$ cat src/rtl/uart_pkg.sv
// Shared constants for the Wishbone UART transmitter: register map, CTRL/STATUS bit positions
// and the transmit FSM state encoding.
package uart_pkg;

    localparam logic [3:0] ADDR_STATUS = 4'h0;
    localparam logic [3:0] ADDR_CTRL   = 4'h3;
    localparam logic [3:0] ADDR_BAUD   = 4'h4;
    localparam logic [3:0] ADDR_FLAGS  = 4'h5;
    localparam logic [3:0] ADDR_TXDATA = 4'h7;

    localparam int CTRL_TX_EN    = 7;
    localparam int CTRL_PAR_EN   = 6;
    localparam int CTRL_PAR_ODD  = 5;
    localparam int CTRL_TWO_STOP = 4;
    localparam int CTRL_SOFT_RST = 3;
    localparam int CTRL_IRQ_EN   = 2;

    localparam int STAT_BUSY    = 0;
    localparam int STAT_EMPTY   = 1;
    localparam int STAT_FULL    = 2;
    localparam int STAT_OVF     = 3;
    localparam int STAT_DONE    = 4;
    localparam int STAT_LVL_LSB = 8;

    localparam logic [2:0] S_IDLE   = 3'd0;
    localparam logic [2:0] S_START  = 3'd1;
    localparam logic [2:0] S_DATA   = 3'd2;
    localparam logic [2:0] S_PARITY = 3'd3;
    localparam logic [2:0] S_STOP   = 3'd4;

    typedef enum logic [2:0] {
        TX_IDLE   = S_IDLE,
        TX_START  = S_START,
        TX_DATA   = S_DATA,
        TX_PARITY = S_PARITY,
        TX_STOP   = S_STOP
    } tx_state_t;

endpackage

$ cat src/rtl/sync_fifo.sv
// Synchronous first-word-fall-through FIFO with occupancy level and synchronous flush.
// A push into a full FIFO is accepted only when a pop happens in the same cycle.
module sync_fifo #(
    parameter int WIDTH = 8,
    parameter int DEPTH = 16
) (
    input  logic                     clk,
    input  logic                     rst_n,
    input  logic                     flush,
    input  logic                     push,
    input  logic [WIDTH-1:0]         push_data,
    input  logic                     pop,
    output logic [WIDTH-1:0]         pop_data,
    output logic                     full,
    output logic                     empty,
    output logic [$clog2(DEPTH):0]   level
);
    localparam int AW = $clog2(DEPTH);
    localparam int LW = AW + 1;

    logic [WIDTH-1:0] mem [DEPTH];
    logic [AW-1:0]    wr_ptr, rd_ptr;
    logic             do_push, do_pop;

    assign full     = (level == LW'(DEPTH));
    assign empty    = (level == '0);
    assign do_push  = push & (~full | pop);
    assign do_pop   = pop & ~empty;
    assign pop_data = mem[rd_ptr];

    always_ff @(posedge clk) begin
        if (do_push && !flush) mem[wr_ptr] <= push_data;
    end

    // Pointers wrap naturally because DEPTH is a power of two.
    always_ff @(posedge clk or negedge rst_n) begin
        if (!rst_n) begin
            wr_ptr <= '0;
            rd_ptr <= '0;
            level  <= '0;
        end else if (flush) begin
            wr_ptr <= '0;
            rd_ptr <= '0;
            level  <= '0;
        end else begin
            if (do_push) wr_ptr <= wr_ptr + AW'(1);
            if (do_pop)  rd_ptr <= rd_ptr + AW'(1);
            level <= level + LW'(do_push) - LW'(do_pop);
        end
    end

endmodule

$ cat src/rtl/uart_tx_fifo_interface.sv
// Wishbone classic slave UART transmitter with TX FIFO, parity, 1/2 stop bits and sticky flags.
// Define UART_TX_DONE_IRQ_EN to add the irq_o done interrupt and the CTRL irq_en bit.
module uart_tx_fifo_interface #(
    parameter int DATA_W     = 8,
    parameter int FIFO_DEPTH = 16,
    parameter int DIV_W      = 16,
    parameter int BAUD_RST   = 433
) (
    input  logic        clk_i,
    input  logic        rst_i,
    input  logic [31:0] addr_i,
    input  logic [31:0] dat_i,
    output logic [31:0] dat_o,
    input  logic        we_i,
    input  logic [3:0]  sel_i,
    input  logic        cyc_i,
    input  logic        stb_i,
    output logic        ack_o,
    output logic        err_o,
`ifdef UART_TX_DONE_IRQ_EN
    output logic        irq_o,
`endif
    output logic        uart_tx
);
    import uart_pkg::*;

    localparam int LVL_W = $clog2(FIFO_DEPTH) + 1;

    tx_state_t         state, state_next;
    logic [DIV_W-1:0]  baud_reg, frame_baud, cnt, cnt_next;
    logic [2:0]        bit_idx, bit_idx_next;
    logic [DATA_W-1:0] shift, shift_next, fifo_data;
    logic [LVL_W-1:0]  fifo_level;
    logic              tx_en, par_en, par_odd, two_stop, irq_en;
    logic              frame_par_en, frame_two_stop, par_bit;
    logic              soft_rst, overflow, done, ovf_set;
    logic              req, access_ok, wr_ctrl, wr_baud, wr_flags, wr_txdata;
    logic              frame_start, frame_done, bit_end, tx_next;
    logic              fifo_full, fifo_empty;
    logic [31:0]       status_word, ctrl_word, read_data;
    logic              unused_bits;

    assign unused_bits = ^{sel_i, addr_i, dat_i};

    assign req       = cyc_i & stb_i & ~ack_o & ~err_o;
    assign wr_ctrl   = req & we_i & (addr_i[3:0] == ADDR_CTRL);
    assign wr_baud   = req & we_i & (addr_i[3:0] == ADDR_BAUD);
    assign wr_flags  = req & we_i & (addr_i[3:0] == ADDR_FLAGS);
    assign wr_txdata = req & we_i & (addr_i[3:0] == ADDR_TXDATA);
    assign ovf_set   = wr_txdata & fifo_full & ~frame_start;
    assign bit_end   = (cnt == '0);

    always_comb begin
        access_ok = 1'b0;
        read_data = '0;
        case (addr_i[3:0])
            ADDR_STATUS: begin
                access_ok = !we_i;
                read_data = status_word;
            end
            ADDR_CTRL: begin
                access_ok = 1'b1;
                read_data = ctrl_word;
            end
            ADDR_BAUD: begin
                access_ok = 1'b1;
                read_data = 32'(baud_reg);
            end
            ADDR_FLAGS, ADDR_TXDATA: access_ok = we_i;
            default: access_ok = 1'b0;
        endcase
    end

    always_comb begin
        status_word                       = '0;
        status_word[STAT_BUSY]            = (state != TX_IDLE);
        status_word[STAT_EMPTY]           = fifo_empty;
        status_word[STAT_FULL]            = fifo_full;
        status_word[STAT_OVF]             = overflow;
        status_word[STAT_DONE]            = done;
        status_word[STAT_LVL_LSB +: 8]    = 8'(fifo_level);
        ctrl_word                         = '0;
        ctrl_word[CTRL_TX_EN]             = tx_en;
        ctrl_word[CTRL_PAR_EN]            = par_en;
        ctrl_word[CTRL_PAR_ODD]           = par_odd;
        ctrl_word[CTRL_TWO_STOP]          = two_stop;
        ctrl_word[CTRL_IRQ_EN]            = irq_en;
    end

    // One registered response per request; ack_o/err_o high blocks the next request for a cycle.
    always_ff @(posedge clk_i or negedge rst_i) begin
        if (!rst_i) begin
            ack_o <= 1'b0;
            err_o <= 1'b0;
            dat_o <= '0;
        end else begin
            ack_o <= req & access_ok;
            err_o <= req & ~access_ok;
            dat_o <= (req && access_ok && !we_i) ? read_data : '0;
        end
    end

    always_ff @(posedge clk_i or negedge rst_i) begin
        if (!rst_i) begin
            tx_en    <= 1'b0;
            par_en   <= 1'b0;
            par_odd  <= 1'b0;
            two_stop <= 1'b0;
            soft_rst <= 1'b0;
            baud_reg <= DIV_W'(BAUD_RST);
`ifdef UART_TX_DONE_IRQ_EN
            irq_en   <= 1'b0;
`endif
        end else begin
            soft_rst <= wr_ctrl & dat_i[CTRL_SOFT_RST];
            if (wr_ctrl) begin
                tx_en    <= dat_i[CTRL_TX_EN];
                par_en   <= dat_i[CTRL_PAR_EN];
                par_odd  <= dat_i[CTRL_PAR_ODD];
                two_stop <= dat_i[CTRL_TWO_STOP];
`ifdef UART_TX_DONE_IRQ_EN
                irq_en   <= dat_i[CTRL_IRQ_EN];
`endif
            end
            if (wr_baud) baud_reg <= dat_i[DIV_W-1:0];
        end
    end

`ifndef UART_TX_DONE_IRQ_EN
    assign irq_en = 1'b0;
`endif

    // A flag set in the same cycle as a FLAGS write wins over the clear.
    always_ff @(posedge clk_i or negedge rst_i) begin
        if (!rst_i) begin
            overflow <= 1'b0;
            done     <= 1'b0;
        end else if (soft_rst) begin
            overflow <= 1'b0;
            done     <= 1'b0;
        end else begin
            overflow <= (overflow & ~wr_flags) | ovf_set;
            done     <= (done & ~wr_flags) | frame_done;
        end
    end

`ifdef UART_TX_DONE_IRQ_EN
    always_ff @(posedge clk_i or negedge rst_i) begin
        if (!rst_i) irq_o <= 1'b0;
        else        irq_o <= done & irq_en;
    end
`endif

    sync_fifo #(
        .WIDTH (DATA_W),
        .DEPTH (FIFO_DEPTH)
    ) u_fifo (
        .clk       (clk_i),
        .rst_n     (rst_i),
        .flush     (soft_rst),
        .push      (wr_txdata),
        .push_data (dat_i[DATA_W-1:0]),
        .pop       (frame_start),
        .pop_data  (fifo_data),
        .full      (fifo_full),
        .empty     (fifo_empty),
        .level     (fifo_level)
    );

    // Every non-idle state holds its bit for frame_baud+1 clocks via a per-bit reloaded down-counter.
    always_comb begin
        state_next   = state;
        cnt_next     = cnt;
        bit_idx_next = bit_idx;
        shift_next   = shift;
        frame_start  = 1'b0;
        frame_done   = 1'b0;
        tx_next      = 1'b1;
        if (state != TX_IDLE) cnt_next = bit_end ? frame_baud : cnt - DIV_W'(1);
        case (state)
            TX_IDLE: begin
                if (tx_en && !fifo_empty) begin
                    frame_start  = 1'b1;
                    state_next   = TX_START;
                    cnt_next     = baud_reg;
                    shift_next   = fifo_data;
                    bit_idx_next = '0;
                end
            end
            TX_START: if (bit_end) state_next = TX_DATA;
            TX_DATA: begin
                if (bit_end) begin
                    shift_next = shift >> 1;
                    if (bit_idx == 3'(DATA_W - 1)) begin
                        bit_idx_next = '0;
                        state_next   = frame_par_en ? TX_PARITY : TX_STOP;
                    end else begin
                        bit_idx_next = bit_idx + 3'd1;
                    end
                end
            end
            TX_PARITY: if (bit_end) state_next = TX_STOP;
            TX_STOP: begin
                if (bit_end) begin
                    if (frame_two_stop && bit_idx == '0) begin
                        bit_idx_next = 3'd1;
                    end else begin
                        bit_idx_next = '0;
                        state_next   = TX_IDLE;
                        frame_done   = 1'b1;
                    end
                end
            end
            default: state_next = TX_IDLE;
        endcase
        if (soft_rst) begin
            state_next   = TX_IDLE;
            bit_idx_next = '0;
            frame_start  = 1'b0;
            frame_done   = 1'b0;
        end
        case (state_next)
            TX_START:  tx_next = 1'b0;
            TX_DATA:   tx_next = shift_next[0];
            TX_PARITY: tx_next = par_bit;
            default:   tx_next = 1'b1;
        endcase
    end

    always_ff @(posedge clk_i or negedge rst_i) begin
        if (!rst_i) begin
            state          <= TX_IDLE;
            cnt            <= '0;
            bit_idx        <= '0;
            shift          <= '0;
            uart_tx        <= 1'b1;
            frame_baud     <= '0;
            frame_par_en   <= 1'b0;
            frame_two_stop <= 1'b0;
            par_bit        <= 1'b0;
        end else begin
            state   <= state_next;
            cnt     <= cnt_next;
            bit_idx <= bit_idx_next;
            shift   <= shift_next;
            uart_tx <= tx_next;
            if (frame_start) begin
                frame_baud     <= baud_reg;
                frame_par_en   <= par_en;
                frame_two_stop <= two_stop;
                par_bit        <= (^fifo_data) ^ par_odd;
            end
        end
    end

endmodule

$ cat config.mk
export PLATFORM = sky130hd
export DESIGN_NAME = uart_tx_fifo_interface
export DESIGN_NICKNAME = d
export VERILOG_FILES = /design/src/rtl/uart_pkg.sv /design/src/rtl/sync_fifo.sv /design/src/rtl/uart_tx_fifo_interface.sv
export SDC_FILE = /design/constraint.sdc
export NUM_CORES = 1
export LEC_CHECK = 0
export CORE_MARGIN = 5
export CORE_UTILIZATION = 40
export CTS_BUF_LIST = sky130_fd_sc_hd__clkbuf_4
export DETAILED_ROUTE_END_ITERATION = 7
export GPL_TIMING_DRIVEN = 0
export SETUP_SLACK_MARGIN = 0.2
export SLEW_MARGIN = 20
export SYNTH_ARGS = -nofsm -noshare
export SYNTH_HDL_FRONTEND = slang
export SYNTH_SLANG_ARGS = --single-unit
$ cat constraint.sdc
create_clock -name clk_i -period 9.5 [get_ports clk_i]
set_input_delay 1.9 -clock clk_i [delete_from_list [all_inputs] [get_ports clk_i]]
set_output_delay 1.9 -clock clk_i [all_outputs]
set_load 0.05 [all_outputs]
# Word-level counts from Yosys, hierarchy flattened
# Memory sizes are Yosys's and may differ from the RTL's.
# Cells that the tools add are included.
[classes]
n_div = 0
shifts = 0
eq_ne = 18
multipliers = 0
muxes = 44
bitwise = 28
addsub = 6
n_reduce_logical = 23
magnitude_cmp = 0
[op_table]
columns = ["operator", "n"]
rows = [
  ["16-bit two-way mux", 4],
  ["16-bit one-hot mux with 3 select lines", 1],
  ["3-bit two-way mux", 14],
  ["32-bit two-way mux", 1],
  ["1-bit bitwise AND", 17],
  ["16-bit logical NOT", 1],
  ["4-bit two-way mux", 4],
  ["8-bit two-way mux", 2],
  ["8-bit one-hot mux with 2 select lines", 1],
  ["16-bit by 1-bit subtractor with 16-bit output (second input constant)", 1],
  ["3-bit one-hot mux with 5 select lines", 1],
  ["3-bit by 2-bit == test with 1-bit output (second input constant)", 4],
  ["4-bit by 3-bit == test with 1-bit output (second input constant)", 3],
  ["1-bit two-way mux", 12],
  ["3-bit != test (second input constant)", 3],
  ["3-bit one-hot mux with 3 select lines", 1],
  ["4-bit by 1-bit adder with 4-bit output (second input constant)", 2],
  ["8-bit XOR reduction", 1],
  ["1-bit inverter", 7],
  ["3-bit by 1-bit == test with 1-bit output (second input constant)", 2],
  ["3-bit == test (second input constant)", 2],
  ["3-bit logical NOT", 2],
  ["1-bit one-hot mux with 3 select lines", 2],
  ["2-bit nonzero test", 3],
  ["other kinds (18)", 28],
]
[totals]
out_inout_bits = 35
regBits = 120
in_bits = 73
memories = 1
romBits = 0
latch_bits = 0
word_cells = 144
ram_bits = 128
[mem_list]
columns = ["memory", "depth", "width", "read_ports", "rd_ports_with_merged_regs", "wr", "line", "text"]
rows = [
  ["u_fifo.mem", 16, 8, 1, 0, 1, "sync_fifo.sv:21", "logic [WIDTH-1:0] mem [DEPTH];"],
]

# Longest topological paths before layout
# Gate-level depths: netlist of run 1.
[depth]
word_depth = 11
depth_mapped = 13
mapped_depth_nobuf = 13

# By module
# From an unflattened synthesis of run 1, not the netlist that was laid out.
[hier_totals]
cells_unflattened = 777
area_unflattened_um2 = 10531.4
[modules_own_cells]
columns = ["mod", "instances", "area_each_um2", "cells_per_inst", "seq_area_each_um2"]
rows = [
  ["sync_fifo", 1, 5936.9, 342, 4169.0],
  ["uart_tx_fifo_interface", 1, 4594.4, 435, 2284.7],
]

# Least setup slack after synthesis of run 1
# No wires, ideal clock.
[synth_timing]
path_kind = "input -> register"
from = "input stb_i"
to = "memory u_fifo.mem[11][0], enable pin"
path_buffers = 0
stages = 5
slack_ns = 5.106
setup_time_ns = 0.398
required_ns = 9.102
arrival_time_ns = 3.996
path_cell_list = "nor4bb_1 nand4_1 a211oi_2 nand2_1 nor4b_1"
[synth_between]
elab_chain_cells = 9
[synth_rtl]
columns = ["element", "line", "text"]
rows = [
  ["start: declaration", "uart_tx_fifo_interface.sv:17", "input logic stb_i,"],
  ["1-bit bitwise AND (3 in a row)", "uart_tx_fifo_interface.sv:45", "assign req = cyc_i & stb_i & ~ack_o & ~err_o;"],
  ["1-bit bitwise AND (2 in a row)", "uart_tx_fifo_interface.sv:49", "assign wr_txdata = req & we_i & (addr_i[3:0] == ADDR_TXDATA);"],
  ["1-bit bitwise AND", "sync_fifo.sv:27", "assign do_push = push & (~full | pop);"],
  ["1-bit logical AND", "sync_fifo.sv:32", "if (do_push && !flush) mem[wr_ptr] <= push_data;"],
  ["1-bit two-way mux", "sync_fifo.sv:32", ""],
  ["1-bit two-way mux (not written as such)", "sync_fifo.sv:32", ""],
  ["end: declaration", "sync_fifo.sv:21", ""],
]
# Every way passes these cells.

# Final worst setup path of run 1
[layout_timing]
from = "input stb_i"
to = "memory u_fifo.mem[7][0], enable pin"
# The elaborated chain is that of the path after synthesis.

==> flow_metrics.tcl, run 1 <==
set metrics [dict create \
    max_freq_mhz 224 \
    relSlewSlack 0.309 \
    layoutNonFillerInstCount 1207 \
    synth_top_area_share 0.373 \
    fin_nets 921 \
    grt_busiest_layer "met2" \
    grt_pass1_wl_um 37400 \
    crit_required_ns 9.76 \
    async_reset_ff_frac 0.448 \
    yosys-mux-area-fraction 0.138 \
    slew_violations 0 \
    max_cap_viol_count 0 \
    drtIter0Drc 460 \
    grt.met1_usage 0.232 \
    gp_congestion 0.843 \
    critical_path_arrival_ns 4.72 \
    hpwl_um 16000 \
    post-synth-top-area-cell "edfxtp_1" \
    synth.area.top_cells "edfxtp_1 37%, dfrtp_1 24%, mux4_2 5.5%" \
    hold_class "reg -> reg" \
    cts_setup_buffers 0 \
    htreeDepth 3 \
    num_vias 6319 \
    critPathLaunchType "input pin" \
    grt_max_degree 77 \
    slowest_stage "nor2_1" \
    synth_area_um2 10300 \
    placed_cells 1094 \
    powerDensity_nw_per_um2 247 \
    worstMarginPinSlew_ns 1.03 \
    period_share 0.469 \
    ir_worst_vdd_uv 148 \
    core-area_um2 25300 \
    synth_fa_ha_area_frac 0.0201 \
    synth_edf_count 128 \
    cts_hold_buf 0 \
    yosys-top-cells-count "128 x edfxtp_1, 98 x dfrtp_1, 49 x nor2_1" \
    antenna_found_initial 1 \
    port_buffers 41 \
    dr.pass1.iters 5 \
    ant_nets 0 \
    grt_pass1_vias 6562 \
    die_y_um 171 \
    max-clock-path-buffers 3 \
    cts_tree "built" \
    nFillCells 2272 \
    cts_buffers 66 \
    grtUsageMet2 0.263 \
    grtUsageTotal 0.167 \
    crit_type "in -> reg" \
    yosysWarnings 0 \
    syn_avg_cell_area_um2 14.6 \
    rows 58 \
    gr-total-overflow 0 \
    clkSlewWorstSetupHoldPaths_ns 0.05 \
    hold_viol 0 \
    cp_max_fo 10 \
    fin_crit_ns 4.46 \
    synth_cells 705 \
    wirelength_um 23400 \
    cts_root_buf "clkbuf_4" \
    drive_above_1_share 0.211 \
    wl_per_cell_um 19.4 \
    status "finished clean" \
    insertion_delay_ns 0.66 \
    setup_viol 0 \
    io_pins 108 \
    synth_seq_cells 232 \
    seq_area_frac_synth 0.626 \
    synth_xor_area_frac 0.0226 \
    met3_usage 0.0356 \
    die_w_um 171 \
    hold_depth 1 \
    r2r_cells 6 \
    p_leak_uw 0.00485 \
    yosys.cell_count.top_type "edfxtp_1" \
    areaGrowthSynthToFinish_pct 17.4 \
    start_util 0.408 \
    cpPeakStageDelay_ns 0.79 \
    fin_setup_tns_ns 0 \
    drc 0 \
    clkSinkCount 232 \
    synth_top_family_by_area "multiplexers" \
    end_kind "flip-flop" \
    cts-resized-gates 0 \
    fin_skew_ns 0.0737 \
    regMostFlops "u_fifo.mem" \
    synth_cell_type_count 65 \
    die_area_um2 29100 \
    synth_ff_type "edfxtp_1" \
    routed_via_density 5.24 \
    rsz0062_at_grt "no" \
    crit_chain "clkdlybuf4s50_1, nor4bb_1, nand4_1, a211oi_2, nand2b_1, nor2_1" \
    synthSimpleGateAreaFrac 0.0910 \
    synth_compound_area_frac 0.0615 \
    largest_reg_flops 128 \
    finalPower_uw 2990 \
]
## power breakdown
| group | internal (uW) | total, uW | switching, uW | leakage [uW] |
|---|---|---|---|---|
| Sequential | 1170 | 1270 | 97.2 | 0.00251 |
| Combinational | 399 | 787 | 388 | 0.00184 |
| Clock | 505 | 927 | 423 | 0.000503 |
## placed cells by master (no fill, tap or decap), types with 7 or more instances in the layout
| master | n |
|---|---|
| nand2_1 | 39 |
| mux4_1 | 11 |
| edfxtp_1 | 128 |
| mux2i_1 | 12 |
| nor3_1 | 10 |
| nand3_1 | 18 |
| mux2_2 | 9 |
| o211ai_1 | 7 |
| mux2_1 | 30 |
| ha_1 | 15 |
| nor2b_1 | 9 |
| buf_4 | 17 |
| dfrtp_1 | 98 |
| a22oi_1 | 24 |
| or3_1 | 8 |
| o21ai_1 | 20 |
| clkdlybuf4s50_1 | 40 |
| xnor2_1 | 9 |
| xor2_1 | 8 |
| inv_1 | 20 |
| a21oi_1 | 16 |
| and2_1 | 14 |
| nor2_1 | 49 |
| clkbuf_4 | 98 |
| mux4_2 | 25 |
| conb_1 | 16 |
| clkbuf_1 | 20 |
## path summary, 6_finish.rpt
path	slack, ns	to	from
max in group asynchronous	7.65	baud_reg[5]$_DFFE_PN1P_	rst_i
worst min register to register	0.49	frame_baud[1]$_DFFE_PN0N_	frame_baud[1]$_DFFE_PN0N_
min in group asynchronous	1.12	dat_o[13]$_DFF_PN0_	rst_i
worst max register to register	5.69	u_fifo.mem[7][0]$_DFFE_PP_	state[1]$_DFF_PN0_
worst max-delay path	5.04	u_fifo.mem[7][0]$_DFFE_PP_	stb_i
worst min-delay path	0.49	frame_baud[1]$_DFFE_PN0N_	frame_baud[1]$_DFFE_PN0N_
## metrics by stage
| stage | hold WS (ns) | utilization | area (um2) | worst slack [ns] |
|---|---|---|---|---|
| after floorplan | 0.462 | - | 10400 | 5.11 |
| after CTS | 0.481 | 0.479 | 12100 | 5.01 |
| final | 0.489 | 0.479 | 12100 | 5.04 |
| after global routing | 0.509 | 0.479 | 12100 | 4.74 |
| after global placement | 0.476 | 0.443 | 11200 | 2.31 |
| after detailed placement | 0.479 | 0.446 | 11300 | 4.29 |
## worst max-delay path: cells and delay by family
| family | cells | cell delay, ns |
|---|---|---|
| and+or+nand+nor | 4 | 1.70 |
| AOI/OAI and AO/OA | 1 | 0.64 |
| buffers and inverters | 1 | 0.48 |
## cells by family (layout without fill, tap and decap cells)
group,count (synthesis),in the layout
buf+inv,67,223
other cells,1,17
fa+ha+maj,16,16
mux,88,88
flops,232,232
compound gates,95,95
simple gates,185,185
xor+xnor,21,21
## per-layer routing
metal	wire length, um	part of all wire
met5	0	0
met4	508	0.022
met3	1030	0.044
met2	11100	0.47
met1	10800	0.46
## final cells by class
type	count	area, um2	area share
repair buffers	44	449	0.0371
multi-input cells	421	3520	0.291
diodes	1	2.50	0.000207
inverters	22	82.6	0.00682
clock buffers	98	736	0.0608
clock inverters	14	116	0.00961
well taps	330	413	0.0341
flip-flops and latches	232	6450	0.533
plain buffers	45	335	0.0277
Note: power is estimated with default switching activity, not from simulation.
==> run 2: changes to the inputs <==
==> constraint.sdc (replaced) <==
create_clock -name clk_i -period 4.2 [get_ports clk_i]
set_input_delay 0.84 -clock clk_i [delete_from_list [all_inputs] [get_ports clk_i]]
set_output_delay 0.84 -clock clk_i [all_outputs]
set_load 0.05 [all_outputs]
==> flow_metrics.tcl, run 2 (synthesized netlist as in run 1, its figures left out) <==
set metrics [dict create \
    status "finished clean" \
    fin_nets 921 \
    core-area_um2 25300 \
    rows 58 \
    crit_required_ns 4.78 \
    ir_worst_vdd_uv 335 \
    crit_type "reg -> reg" \
    regMostFlops "u_fifo.mem" \
    critical_path_arrival_ns 4.37 \
    p_comb_frac 0.264 \
    die_area_um2 29100 \
    powerDensity_nw_per_um2 557 \
    gr-total-overflow 0 \
    worstMarginPinSlew_ns 1.01 \
    grtUsageMet2 0.263 \
    r2r-start "u_fifo.level[2]$_DFF_PN0_" \
    intPower_uw 4700 \
    largest_reg_flops 128 \
    slew_violations 0 \
    start_util 0.408 \
    drc 0 \
    die_w_um 171 \
    num_vias 6288 \
    max_freq_mhz 264 \
    wl_per_cell_um 19.4 \
    io_pins 108 \
    hold_viol 0 \
    routed_via_density 5.21 \
    hold_class "in -> async" \
    pwr-share-clk 0.311 \
    grt_max_degree 77 \
    relSlewSlack 0.324 \
    grt.met1_usage 0.232 \
    cts_buffers 66 \
    hpwl_um 16000 \
    clkSinkCount 232 \
    period_share 0.903 \
    grt_pass1_vias 6562 \
    crit_start "u_fifo.level[2]$_DFF_PN0_" \
    insertion_delay_ns 0.66 \
    end_kind "flip-flop" \
    dr.pass1.iters 5 \
    cts_tree "built" \
    switchingPower_uw 2050 \
    final_common_cell "edfxtp_1" \
    p_leak_uw 0.00485 \
    fin_skew_ns 0.0754 \
    whs_ns 0.0553 \
    max_cap_viol_count 0 \
    cts_root_buf "clkbuf_4" \
    wirelength_um 23400 \
    gp_congestion 0.843 \
    die_y_um 171 \
    pwr-share-seq 0.426 \
    rsz0062_at_grt "yes" \
    grt_pass1_wl_um 37400 \
    setup_viol 0 \
    final_area_um2 12100 \
    critPathLaunchType "flip-flop" \
    fin_crit_ns 3.79 \
    switching_share 0.304 \
    grtUsageTotal 0.167 \
    htreeDepth 3 \
    drtIter0Drc 467 \
    mostFrequentLayoutCells "128 x edfxtp_1, 98 x dfrtp_1, 98 x clkbuf_4" \
    cp_max_fo 10 \
    max-clock-path-buffers 3 \
    areaGrowthSynthToFinish_pct 17.4 \
    dp_slack_ns 0.0472 \
    ant_nets 0 \
    met3_usage 0.0356 \
    grt_busiest_layer "met2" \
    clkSlewWorstSetupHoldPaths_ns 0.06 \
    antenna_found_initial 1 \
    fin_ws_ns 0.409 \
    port_buffers 41 \
    dpl-instance-area_um2 11300 \
    drive_above_1_share 0.211 \
]
run 2: changes by cell type in the layout (fill, tap and decap cells not counted):
cell and change:
a211oi_4 +1, a211oi_2 -1
run 2: final timing paths:
check / to / slack (ns) / cells past startpoint
hold / removal: dat_o[13]$_DFF_PN0_ / 0.06 / 1
min in group clk_i: frame_baud[1]$_DFFE_PN0N_ / 0.49 / 1
setup reg to reg: u_fifo.level[4]$_DFF_PN0_ / 0.41 / 13
max in group asynchronous: baud_reg[4]$_DFFE_PN1P_ / 3.39 / 2
hold reg to reg: frame_baud[1]$_DFFE_PN0N_ / 0.49 / 1
setup / recovery: u_fifo.level[4]$_DFF_PN0_ / 0.41 / 13
run 2: power groups by stage:
stage / sequential (uW) / clock [uW] / combinational [uW]
final: 2880 / 2100 / 1780
after global routing: 2910 / 2300 / 1970
after CTS: 2870 / 2160 / 1800
after detailed placement: 2920 / 0 / 1780
after global placement: 2910 / 0 / 1760
after floorplan: 2850 / 0 / 1390
run 2: through the flow:
step           setup TNS, ns   util  total power [uW]  std cells
2_1_floorplan              0      -              4240        720
3_3_place_gp         -206.83  0.443              4670       1091
3_5_place_dp               0  0.446              4700       1094
4_1_cts                    0  0.479              6830       1206
5_1_grt                    0  0.480              7190       1207
6_report                   0  0.480              6750       1207
run 2: repair_timing:
action / in CTS / in global routing
gates resized for setup: 0 / 1
hold buffers: 0 / 0
setup endpoints to repair: 0 / 23
setup buffers: 0 / 0
run 2: cell type report:
class                           instances  area (um2)
Clock inverter                         14         116
Timing Repair Buffer                   44         449
Fill cell                            2273       13100
Antenna cell                            1        2.50
Multi-Input combinational cell        421        3530
Tap cell                              330         413
Clock buffer                           98         736
Inverter                               22        82.6
Sequential cell                       232        6450
Buffer                                 45         335
run 2: metal layers:
metal / share of wire / routed length, um / up-vias
met5: 0 / 0 / -
met4: 0.022 / 510 / 0
met3: 0.042 / 985 / 46
met2: 0.47 / 11100 / 154
met1: 0.46 / 10800 / 3148
li1: - / - / 2940
run 2: critical path, cell delays in order, from the launching register on:
cell	delay, ns
dfrtp_1	0.42
inv_1	0.10
ha_1	0.18
or4b_1	0.57
nand4_1	0.54
inv_2	0.21
ha_1	0.33
inv_1	0.04
ha_1	0.22
fa_1	0.40
a21oi_1	0.16
nor2_1	0.06
or3_1	0.34
a21oi_1	0.14
==> run 3: changes to the inputs <==
--- a/config.mk
+++ b/config.mk
@@ -5,13 +5,16 @@
 export SDC_FILE = /design/constraint.sdc
 export NUM_CORES = 1
 export LEC_CHECK = 0
+export CELL_PAD_IN_SITES_DETAIL_PLACEMENT = 1
+export CELL_PAD_IN_SITES_GLOBAL_PLACEMENT = 1
 export CORE_MARGIN = 5
 export CORE_UTILIZATION = 40
 export CTS_BUF_LIST = sky130_fd_sc_hd__clkbuf_4
 export DETAILED_ROUTE_END_ITERATION = 7
 export GPL_TIMING_DRIVEN = 0
-export SETUP_SLACK_MARGIN = 0.2
-export SLEW_MARGIN = 20
+export PLACE_DENSITY_LB_ADDON = 0.1
+export SETUP_SLACK_MARGIN = 0.15
+export SLEW_MARGIN = 10
 export SYNTH_ARGS = -nofsm -noshare
 export SYNTH_HDL_FRONTEND = slang
 export SYNTH_SLANG_ARGS = --single-unit
==> flow_metrics.tcl, run 3 (synthesized netlist as in run 1, its figures left out) <==
set metrics [dict create \
    hpwl_um 18000 \
    r2r-start "u_fifo.level[2]$_DFF_PN0_" \
    worstMarginPinSlew_ns 0.952 \
    multi_input_area_um2 3530 \
    final_core_util 0.482 \
    nFillCells 2601 \
    die_w_um 171 \
    regToRegEndpoint "u_fifo.level[4]$_DFF_PN0_" \
    grt.met1_usage 0.261 \
    mostFrequentLayoutCells "128 x edfxtp_1, 98 x dfrtp_1, 93 x clkbuf_4" \
    rows 58 \
    ir_worst_vdd_uv 234 \
    hold_viol 0 \
    min_to "frame_baud[2]$_DFFE_PN0N_" \
    r2r_slack_ns 0.75 \
    antenna_found_initial 2 \
    crit_type "reg -> reg" \
    start_util 0.408 \
    wl_per_cell_um 21.5 \
    grtUsageTotal 0.183 \
    critical_path_arrival_ns 4.00 \
    io_pins 108 \
    largest_reg_flops 128 \
    clkSinkCount 232 \
    setup_viol 0 \
    die_y_um 171 \
    grt_busiest_layer "met2" \
    core-area_um2 25300 \
    met3_usage 0.0425 \
    cts_root_buf "clkbuf_4" \
    finalPower_uw 6900 \
    seq_area_um2 6450 \
    fin_ws_ns 0.751 \
    hold_class "reg -> reg" \
    max-clock-path-buffers 3 \
    whs_ns 0.494 \
    slew_violations 0 \
    gr-total-overflow 0 \
    die_area_um2 29100 \
    max_freq_mhz 290 \
    fin_skew_ns 0.0328 \
    areaGrowthSynthToFinish_pct 17.9 \
    grt_pass1_wl_um 40700 \
    wirelength_um 26000 \
    critPathLaunchType "flip-flop" \
    cp_max_fo 6 \
    end_kind "flip-flop" \
    p_leak_uw 0.00487 \
    routed_via_density 5.36 \
    clkSlewWorstSetupHoldPaths_ns 0.06 \
    grt_max_degree 80 \
    grt_pass1_vias 7056 \
    r2r_cells 14 \
    relSlewSlack 0.360 \
    drc 0 \
    fin_crit_ns 3.45 \
    drtIter0Drc 430 \
    ant_nets 0 \
    rsz0062_at_grt "no" \
    drive_above_1_share 0.209 \
    num_vias 6498 \
    max_cap_viol_count 0 \
    period_share 0.821 \
    cts_buffers 68 \
    grtUsageMet2 0.284 \
    status "finished clean" \
    fin_nets 927 \
    port_buffers 41 \
    powerDensity_nw_per_um2 567 \
    regMostFlops "u_fifo.mem" \
    htreeDepth 3 \
    hold_depth 1 \
    dr.pass1.iters 4 \
    cts_tree "built" \
    gp_congestion 0.798 \
    dp_slack_ns 0.00817 \
    holdCritStartpoint "frame_baud[2]$_DFFE_PN0N_" \
    crit_required_ns 4.75 \
    final_common_cell "edfxtp_1" \
    insertion_delay_ns 0.66 \
]
run 3: cell types whose count changed in the layout (fill, tap and decap cells not counted), sizes merged:
cell | before | now
buf | 26 | 29
bufinv | 1 | 3
clkbuf | 118 | 113
clkinv | 9 | 14
clkinvlp | 1 | 2
dlygate4sd3 | 0 | 1
inv | 25 | 24
run 3: area by class of cell:
class	instances	area share
Timing Repair Buffer	48	0.0400
Tap cell	330	0.0339
Multi-Input combinational cell	421	0.290
Clock inverter	21	0.0138
Clock buffer	93	0.0574
Antenna cell	1	0.000206
Sequential cell	232	0.530
Inverter	22	0.00679
Buffer	45	0.0276
run 3: how the worst max path moves through the flow:
stage                                    startpoint                          end  slack [ns]  cells after the start
final                     u_fifo.level[2]$_DFF_PN0_    u_fifo.level[4]$_DFF_PN0_        0.75                     14
after global routing      u_fifo.level[2]$_DFF_PN0_    u_fifo.level[4]$_DFF_PN0_        0.56                     14
after CTS                        state[1]$_DFF_PN0_   u_fifo.mem[3][3]$_DFFE_PP_        0.17                      7
after detailed placement                      stb_i   u_fifo.mem[3][4]$_DFFE_PP_       0.008                      7
after global placement                        rst_i    u_fifo.level[3]$_DFF_PN0_       -1.77                      1
after floorplan                               stb_i  u_fifo.mem[11][0]$_DFFE_PP_        0.87                      5
run 3: critical path, stage by stage, from the launching register on:
cell and delay [ns]:
dfrtp_1 0.40, inv_1 0.10, ha_1 0.17, or4b_1 0.59
nand4_1 0.12, buf_4 0.19, inv_2 0.12, ha_1 0.29
inv_1 0.04, ha_1 0.21, fa_1 0.40, a21oi_1 0.16
nor2_1 0.07, or3_1 0.34, a21oi_1 0.15
run 3: repair_timing:
item | in CTS | in global routing
buffers inserted | 0 | 3
endpoints found under the setup margin | 0 | 41
hold buffers | 1 | 0
endpoints found under the hold margin | 1 | 0
gates resized for setup | 0 | 1
run 3: report_power, final:
group          switching (uW)  leakage (uW)  internal, uW  total, uW
clock network             970      0.000506          1210       2180
logic                     931       0.00185           908       1840
registers                 224       0.00251          2660       2880
run 3: routing by layer:
metal	part of all wire	up-vias
met5	0	-
met4	0.011	0
met3	0.050	32
met2	0.46	174
met1	0.48	3355
li1	-	2937
run 3: through the flow:
stage | cell area [um2] | std cells | setup TNS, ns
2_1_floorplan | 10400 | 720 | 0
5_1_grt | 12200 | 1213 | 0
6_report | 12200 | 1213 | 0
3_3_place_gp | 11200 | 1091 | -189.08
4_1_cts | 12100 | 1209 | 0
3_5_place_dp | 11300 | 1094 | 0
